`config.mk`:
```
export PLATFORM = sky130hd
export DESIGN_NAME = neo_crom_splitter_flat
export DESIGN_NICKNAME = d
export VERILOG_FILES = /design/src/rtl/neo_crom_pkg.sv /design/src/rtl/neo_crom_splitter_if.sv /design/src/rtl/neo_sync_fifo.sv /design/src/rtl/neo_crom_splitter.sv /design/src/flat_wrapper.sv
export SDC_FILE = /design/constraint.sdc
export NUM_CORES = 1
export LEC_CHECK = 0
export CORE_AREA = 10 10 172 174
export DETAILED_ROUTE_END_ITERATION = 7
export DIE_AREA = 0 0 182 184
export MAX_ROUTING_LAYER = met4
export PLACE_DENSITY = 0.68
export SYNTH_ARGS = -nofsm -noshare
export SYNTH_HDL_FRONTEND = slang
export SYNTH_HIERARCHICAL = 1
export SYNTH_SLANG_ARGS = --single-unit
```
`constraint.sdc`:
```
create_clock -name CLK -period 2.8 [get_ports CLK]
set_input_delay 0.56 -clock CLK [delete_from_list [all_inputs] [get_ports CLK]]
set_output_delay 0.56 -clock CLK [all_outputs]
set_load 0.1 [all_outputs]
```
`src/rtl/neo_crom_pkg.sv`:
```
// Shared constants and parameter helpers for the C-ROM burst splitter.
// Order encoding follows CA4: 1 walks sub-words upward, 0 walks them h-flipped.
package neo_crom_pkg;

  localparam logic ORD_NORMAL = 1'b1;
  localparam logic ORD_FLIP   = 1'b0;

  function automatic int lvl_w(input int depth);
    return $clog2(depth) + 1;
  endfunction

  function automatic bit is_pow2(input int v);
    return (v > 0) && ((v & (v - 1)) == 0);
  endfunction

  function automatic bit halves_ok(input int h);
    return is_pow2(h) && (h >= 2) && (h <= 4);
  endfunction

  function automatic bit depth_ok(input int d);
    return is_pow2(d) && (d >= 2) && (d <= 16);
  endfunction

endpackage

```
`src/rtl/neo_crom_splitter_if.sv`:
```
// Burst write port from the C-ROM/SDRAM reader into the splitter FIFO.
// BURST_READY is combinational from the stored level.
interface neo_crom_splitter_if #(
  parameter int W = 64
);
  logic [W-1:0] BURST_DATA;
  logic         BURST_VALID;
  logic         BURST_READY;

  modport master (
    output BURST_DATA,
    output BURST_VALID,
    input  BURST_READY
  );

  modport slave (
    input  BURST_DATA,
    input  BURST_VALID,
    output BURST_READY
  );
endinterface

```
`src/rtl/neo_sync_fifo.sv`:
```
// Single-clock FIFO with level output and synchronous clear.
// Storage is unreset; clear overrides push and pop in the same cycle.
module neo_sync_fifo
  import neo_crom_pkg::*;
#(
  parameter  int WIDTH = 64,
  parameter  int DEPTH = 4,
  localparam int AW    = $clog2(DEPTH),
  localparam int LW    = lvl_w(DEPTH)
) (
  input  logic             clk_i,
  input  logic             rst_i,
  input  logic             clr_i,
  input  logic             push_i,
  input  logic             pop_i,
  input  logic [WIDTH-1:0] wdata_i,
  output logic [WIDTH-1:0] rdata_o,
  output logic [LW-1:0]    level_o,
  output logic             full_o,
  output logic             empty_o
);

  logic [WIDTH-1:0] mem_q [DEPTH];
  logic [AW-1:0]    wr_q, wr_d;
  logic [AW-1:0]    rd_q, rd_d;
  logic [LW-1:0]    lvl_q, lvl_d;
  logic             do_push, do_pop;

  assign full_o  = (lvl_q == LW'(DEPTH));
  assign empty_o = (lvl_q == '0);
  assign level_o = lvl_q;
  assign rdata_o = mem_q[rd_q];

  assign do_push = push_i & ~full_o & ~clr_i;
  assign do_pop  = pop_i & ~empty_o & ~clr_i;

  always_comb begin
    wr_d  = wr_q;
    rd_d  = rd_q;
    lvl_d = lvl_q;
    if (clr_i) begin
      wr_d  = '0;
      rd_d  = '0;
      lvl_d = '0;
    end else begin
      if (do_push) wr_d = wr_q + AW'(1);
      if (do_pop)  rd_d = rd_q + AW'(1);
      case ({do_push, do_pop})
        2'b10:   lvl_d = lvl_q + LW'(1);
        2'b01:   lvl_d = lvl_q - LW'(1);
        default: lvl_d = lvl_q;
      endcase
    end
  end

  always_ff @(posedge clk_i or posedge rst_i) begin
    if (rst_i) begin
      wr_q  <= '0;
      rd_q  <= '0;
      lvl_q <= '0;
    end else begin
      wr_q  <= wr_d;
      rd_q  <= rd_d;
      lvl_q <= lvl_d;
    end
  end

  always_ff @(posedge clk_i) begin
    if (do_push) mem_q[wr_q] <= wdata_i;
  end

endmodule

```
`src/rtl/neo_crom_splitter.sv`:
```
// Buffers C-ROM bursts and hands one CR_W sub-word to ZMC2 per LOAD edge.
// Optional NEO_CROM_UF_COUNT_EN adds a saturating underflow counter on UF_COUNT.
module neo_crom_splitter
  import neo_crom_pkg::*;
#(
  parameter  int CR_W   = 32,
  parameter  int HALVES = 2,
  parameter  int DEPTH  = 4,
  localparam int LW     = lvl_w(DEPTH),
  localparam int IW     = $clog2(HALVES)
) (
  input  logic                 CLK,
  input  logic                 RESET,
  input  logic                 CLK_EN_24M,
  neo_crom_splitter_if.slave   burst,
  input  logic                 LOAD,
  input  logic                 CA4,
  input  logic                 FLUSH,
  output logic [CR_W-1:0]      CR,
  output logic                 CR_VALID,
  output logic [LW-1:0]        LEVEL,
  output logic                 UNDERFLOW,
  output logic [15:0]          UF_COUNT
);

  if (!halves_ok(HALVES)) begin : g_bad_halves
    $error("neo_crom_splitter: HALVES must be 2 or 4");
  end
  if (!depth_ok(DEPTH)) begin : g_bad_depth
    $error("neo_crom_splitter: DEPTH must be a power of 2 in 2..16");
  end

  logic [HALVES-1:0][CR_W-1:0] head;
  logic                        empty_w, full_w;
  logic                        edge_w, last_w, pop_w, uf_w, ord_w;
  logic [IW-1:0]               k_w;

  logic            lsr_q, lsr_d;
  logic [IW-1:0]   idx_q, idx_d;
  logic            ord_q, ord_d;
  logic [CR_W-1:0] cr_q, cr_d;
  logic            vld_q, vld_d;
  logic            uf_q, uf_d;

  neo_sync_fifo #(
    .WIDTH (CR_W * HALVES),
    .DEPTH (DEPTH)
  ) u_fifo (
    .clk_i   (CLK),
    .rst_i   (RESET),
    .clr_i   (FLUSH),
    .push_i  (burst.BURST_VALID),
    .pop_i   (pop_w),
    .wdata_i (burst.BURST_DATA),
    .rdata_o (head),
    .level_o (LEVEL),
    .full_o  (full_w),
    .empty_o (empty_w)
  );

  assign burst.BURST_READY = ~full_w;

  assign edge_w = CLK_EN_24M & LOAD & ~lsr_q;
  assign last_w = (idx_q == IW'(HALVES - 1));
  // A fresh burst takes its order straight from CA4 on its first edge.
  assign ord_w  = (idx_q == '0) ? CA4 : ord_q;
  assign k_w    = (ord_w == ORD_NORMAL) ? idx_q
                                        : IW'(HALVES - 1) - idx_q;
  assign pop_w  = edge_w & ~empty_w & last_w & ~FLUSH;
  assign uf_w   = edge_w & empty_w & ~FLUSH;

  always_comb begin
    lsr_d = lsr_q;
    idx_d = idx_q;
    ord_d = ord_q;
    cr_d  = cr_q;
    vld_d = 1'b0;
    uf_d  = uf_q;
    if (FLUSH) begin
      lsr_d = 1'b0;
      idx_d = '0;
      ord_d = ORD_FLIP;
      cr_d  = '0;
      uf_d  = 1'b0;
    end else begin
      if (CLK_EN_24M) lsr_d = LOAD;
      if (edge_w) begin
        vld_d = 1'b1;
        if (idx_q == '0) ord_d = CA4;
        if (uf_w) begin
          cr_d = '0;
          uf_d = 1'b1;
        end else begin
          cr_d  = head[k_w];
          idx_d = last_w ? '0 : idx_q + IW'(1);
        end
      end
    end
  end

  always_ff @(posedge CLK or posedge RESET) begin
    if (RESET) begin
      lsr_q <= 1'b0;
      idx_q <= '0;
      ord_q <= ORD_FLIP;
      cr_q  <= '0;
      vld_q <= 1'b0;
      uf_q  <= 1'b0;
    end else begin
      lsr_q <= lsr_d;
      idx_q <= idx_d;
      ord_q <= ord_d;
      cr_q  <= cr_d;
      vld_q <= vld_d;
      uf_q  <= uf_d;
    end
  end

  assign CR        = cr_q;
  assign CR_VALID  = vld_q;
  assign UNDERFLOW = uf_q;

`ifdef NEO_CROM_UF_COUNT_EN
  logic [15:0] ufc_q, ufc_d;

  // Survives FLUSH so software can read a per-frame total.
  always_comb begin
    ufc_d = ufc_q;
    if (uf_w && (ufc_q != 16'hFFFF)) ufc_d = ufc_q + 16'd1;
  end

  always_ff @(posedge CLK or posedge RESET) begin
    if (RESET) ufc_q <= '0;
    else       ufc_q <= ufc_d;
  end

  assign UF_COUNT = ufc_q;
`else
  assign UF_COUNT = '0;
`endif

endmodule

```
`src/flat_wrapper.sv`:
```
// flat-port wrapper written by rule: the top's interface ports become plain ports
module neo_crom_splitter_flat import neo_crom_pkg::*;
#(
  parameter  int CR_W   = 32,
  parameter  int HALVES = 2,
  parameter  int DEPTH  = 4,
  localparam int LW     = lvl_w(DEPTH),
  localparam int IW     = $clog2(HALVES)
)
  (CLK, RESET, CLK_EN_24M, LOAD, CA4, FLUSH, CR, CR_VALID, LEVEL, UNDERFLOW, UF_COUNT, burst_BURST_DATA, burst_BURST_VALID, burst_BURST_READY);
  neo_crom_splitter_if #(.W(64)) burst_i ();
  input  logic CLK;
  input  logic RESET;
  input  logic CLK_EN_24M;
  input  logic LOAD;
  input  logic CA4;
  input  logic FLUSH;
  output logic [CR_W-1:0] CR;
  output logic CR_VALID;
  output logic [LW-1:0] LEVEL;
  output logic UNDERFLOW;
  output logic [15:0] UF_COUNT;
  input wire logic [$bits(burst_i.BURST_DATA)-1:0] burst_BURST_DATA;
  input wire logic [$bits(burst_i.BURST_VALID)-1:0] burst_BURST_VALID;
  output wire logic [$bits(burst_i.BURST_READY)-1:0] burst_BURST_READY;
  assign burst_i.BURST_DATA = burst_BURST_DATA;
  assign burst_i.BURST_VALID = burst_BURST_VALID;
  assign burst_BURST_READY = burst_i.BURST_READY;
  neo_crom_splitter #(.CR_W(CR_W), .HALVES(HALVES), .DEPTH(DEPTH)) u_core (.CLK(CLK), .RESET(RESET), .CLK_EN_24M(CLK_EN_24M), .burst(burst_i), .LOAD(LOAD), .CA4(CA4), .FLUSH(FLUSH), .CR(CR), .CR_VALID(CR_VALID), .LEVEL(LEVEL), .UNDERFLOW(UNDERFLOW), .UF_COUNT(UF_COUNT));
endmodule
```
==> results.md <==
* Status: complete, no violations
* Via/cell ratio at 5.38
* VDD IR max at 0.572 mV
* Slew HR at between 10% and 20%
* Die Wd at ~180 µm
* Unrepaired setup endpoints after global routing: false
* Fin crit share at 89.4%
* Synthesis Warnings at 6
* Cells after synthesis at 551
* Synthesized flop and latch total at 300
* Initial core utilization at 44.9%
* Via count at around 5600
* Final min period at 2.50 ns
* EDFF count, synth at 256
* Std-Cell Rows at 59
* Xor and xnor area share after synthesis at less than 1%
* Max-cap viol count at 0
* Cell Pwr Density at 683 nW/µm²
* Synth Area in Simple Gates at ~1.8%
* Non-Filler Instances at 1050
* CTS Root Cell: clkbuf_16
* Worst-Margin Slew at 1.21 ns
* H-tree levels at 1
* Core area at 25900 µm²
* Post-layout util at 55.1%
* Post-synthesis sequential area ratio at between 70% and 80%
* Synth top area cells: edfxtp_1 (66%), mux4_2 (12%), dfrtp_1 (9.5%)
* Clk sink count at 300
* DRT antenna net count at 0
* Share of layout cells above drive strength 1 at 27.6%
* Avg Cell Area, Syn at 21.1 µm²
* Mux share of post-synthesis cell area at 15.1%
* Initial antenna violation count at 2
* Element type at the critical path end: flip-flop
* WP data required at 3.22 ns
* First-pass GRT wire length at approximately 38 mm
* Ys async rst share at 14.7%
* DP HPWL at 15.4 mm
* Num CTS Buffers at 31
* Final setup violation count at 0
* Fill count at 1933
* Slew Limit Fails at 0
* Worst-path clk slew at 0.06 ns
* Crit path DAT at 2.93 ns
* CTS tree: built
* Vias in the first global route at 6377
* Largest net degree at the start of global routing at 39
* Complex-gate fraction of the synthesized area at 3.69%
* Die height at 184 µm
* Syn Std Cell Area at 11600 µm²
* Final nets at 764
* Clock buffer depth at 3
* Hold WS at approximately 0.3 ns
* Post-synthesis adder-cell area fraction at less than 1%
* Max Freq at 0.400 GHz
* Drt wl/cell at 23.3 µm
* Synth-to-Final Area Change at 22.6%
* DRT Pass-1 Iters at 4
* Starting DRC count in detailed routing at 311
* Post-CTS Setup Repair Bufs at 0
* Drt total wl at 24.5 mm
* Post-synth cell types at 40
* Largest family of logic cells by synthesized area: multiplexers
* PostCTS Resize Cnt at 0
* Worst R2R Setup Slack at roughly 0.43 ns
* Gr ovfl total at 0
* IO Port Bufs at 108
* Skew final at 0.0164 ns
* CP max FO at 2
* Global Route Usage Sum at 15.0%
* Standby leakage power at 4.88 nW
* Top cell type's share of synthesized area at 66.0%
* Die area at 33500 µm²
* Drt drc at 0
* Worst-skew pair later-pin latency at ~0.55 ns
* Placed Cells at 990
* Final Wtd Congestion at 0.752
* Top FF cell, synth: edfxtp_1
* HP Class: in -> async
* Leading area contributor after synthesis: edfxtp_1
* WS Path Type: in -> reg
* Element type at the critical path start: primary input
* I/O pin count at 125
* Final Hold Fails at 0
* CTS hold repair buffers at 0
[sequential cells by signal, indices dropped and copies added (netlist names)]
register,cells
u_core/CR_VALID,1
u_core/u_fifo/level_o,3
u_core/ord_q,1
u_core/CR,32
u_core/u_fifo/wr_q,2
u_core/u_fifo/mem_q,256
u_core/idx_q,1
u_core/UNDERFLOW,1
u_core/u_fifo/rd_q,2
u_core/lsr_q,1
[synthesized netlist by cell type, types with 2 or more instances]
cell type / count
or3_1: 3
o21ai_0: 5
clkbuf_1: 5
mux2i_1: 32
mux4_2: 64
a21oi_1: 7
ha_1: 4
buf_6: 9
or3b_1: 2
and2_1: 4
nor2_1: 10
edfxtp_1: 256
xor2_1: 2
inv_1: 9
nand3b_1: 2
nand2b_1: 4
nand2_1: 2
o2bb2ai_1: 32
buf_2: 13
buf_4: 19
dfrtp_1: 44
nand3_1: 3
nor3_1: 3
[through the flow]
stage               area, µm²  total power, mW  TNS (ns)  setup WS, ns
floorplan               11700             5.49         0        0.0108
global placement        13200             5.74    -0.196        -0.131
detailed placement      13200             5.76    -0.458        -0.253
CTS                     14300             9.86         0         0.329
global route            14300             10.1         0         0.201
finish                  14300             9.76         0         0.297
[per-layer routing]
layer / track usage, % / part of all wire [%] / vias to the layer above
met5: - / 0 / -
met4: 3.55 / 1.9 / 0
met3: 3.21 / 5.5 / 35
met2: 25.3 / 52 / 188
met1: 18.1 / 41 / 2920
li1: - / - / 2504
[kinds of logic (layout without fill, tap and decap cells)]
family                     count (synthesis)  in the layout
DFF                                      300            300
muxes                                     96             96
AOI/OAI and AO/OA                         55             55
buffers and inverters                     55            202
and+or+nand+nor                           36             36
adders and majority gates                  5              5
xor gates and xnor gates                   3              3
other                                      1             18
[worst paths after layout]
| kind | start | end | cells past startpoint |
|---|---|---|---|
| max in group asynchronous | RESET | u_core/CR[19]$_DFFE_PP0P_ | 3 |
| worst max-delay path | CLK_EN_24M | u_core/u_fifo/level_o[1]$_DFFE_PP0P_ | 10 |
| worst min register to register | u_core/CR[20]$_DFFE_PP0P_ | u_core/CR[20]$_DFFE_PP0P_ | 1 |
| worst min-delay path | RESET | u_core/u_fifo/level_o[0]$_DFFE_PP0P_ | 2 |
| min in group CLK | u_core/CR[20]$_DFFE_PP0P_ | u_core/CR[20]$_DFFE_PP0P_ | 1 |
| worst max register to register | u_core/u_fifo/level_o[0]$_DFFE_PP0P_ | u_core/u_fifo/level_o[1]$_DFFE_PP0P_ | 8 |
[critical path, cell delays in order]
cell,delay [ns]
clkdlybuf4s50_1,0.49
nand2_1,0.08
or2_4,0.23
or3_2,0.43
nor2_2,0.12
o31ai_1,0.10
nor3_1,0.23
fa_1,0.48
o2111ai_1,0.11
a211oi_1,0.10
[final cells by class]
type	instances	area, µm²	share of cell area (%)
Inverter	9	33.8	0.237
Sequential cell	300	8810	61.7
Tap cell	335	419	2.94
Clock inverter	15	170	1.19
Clock buffer	43	871	6.10
Timing Repair Buffer	135	1390	9.73
Multi-Input combinational cell	211	2580	18.1
Antenna cell	2	5.00	0.0350
[report_power, final]
group	switching [mW]	leakage [nW]	internal (mW)	total, mW
combinational	0.427	1.46	0.232	0.659
sequential	0.0378	2.92	4.97	5.01
clock	1.64	0.500	2.45	4.09
[placed cells by master, fill, tap and decap left out, types with 5 or more instances in the layout]
master             n
a21oi_1            7
mux2i_1           32
buf_4             49
nor2_1             8
dfrtp_4            5
clkbuf_1           7
conb_1            16
edfxtp_1         256
o2bb2ai_1         32
buf_12            16
clkbuf_8           5
o21ai_0            5
dfrtp_1           39
mux4_2            64
clkbuf_16         31
clkdlybuf4s50_1   70
inv_1              8
(Power assumes the default switching activity.)
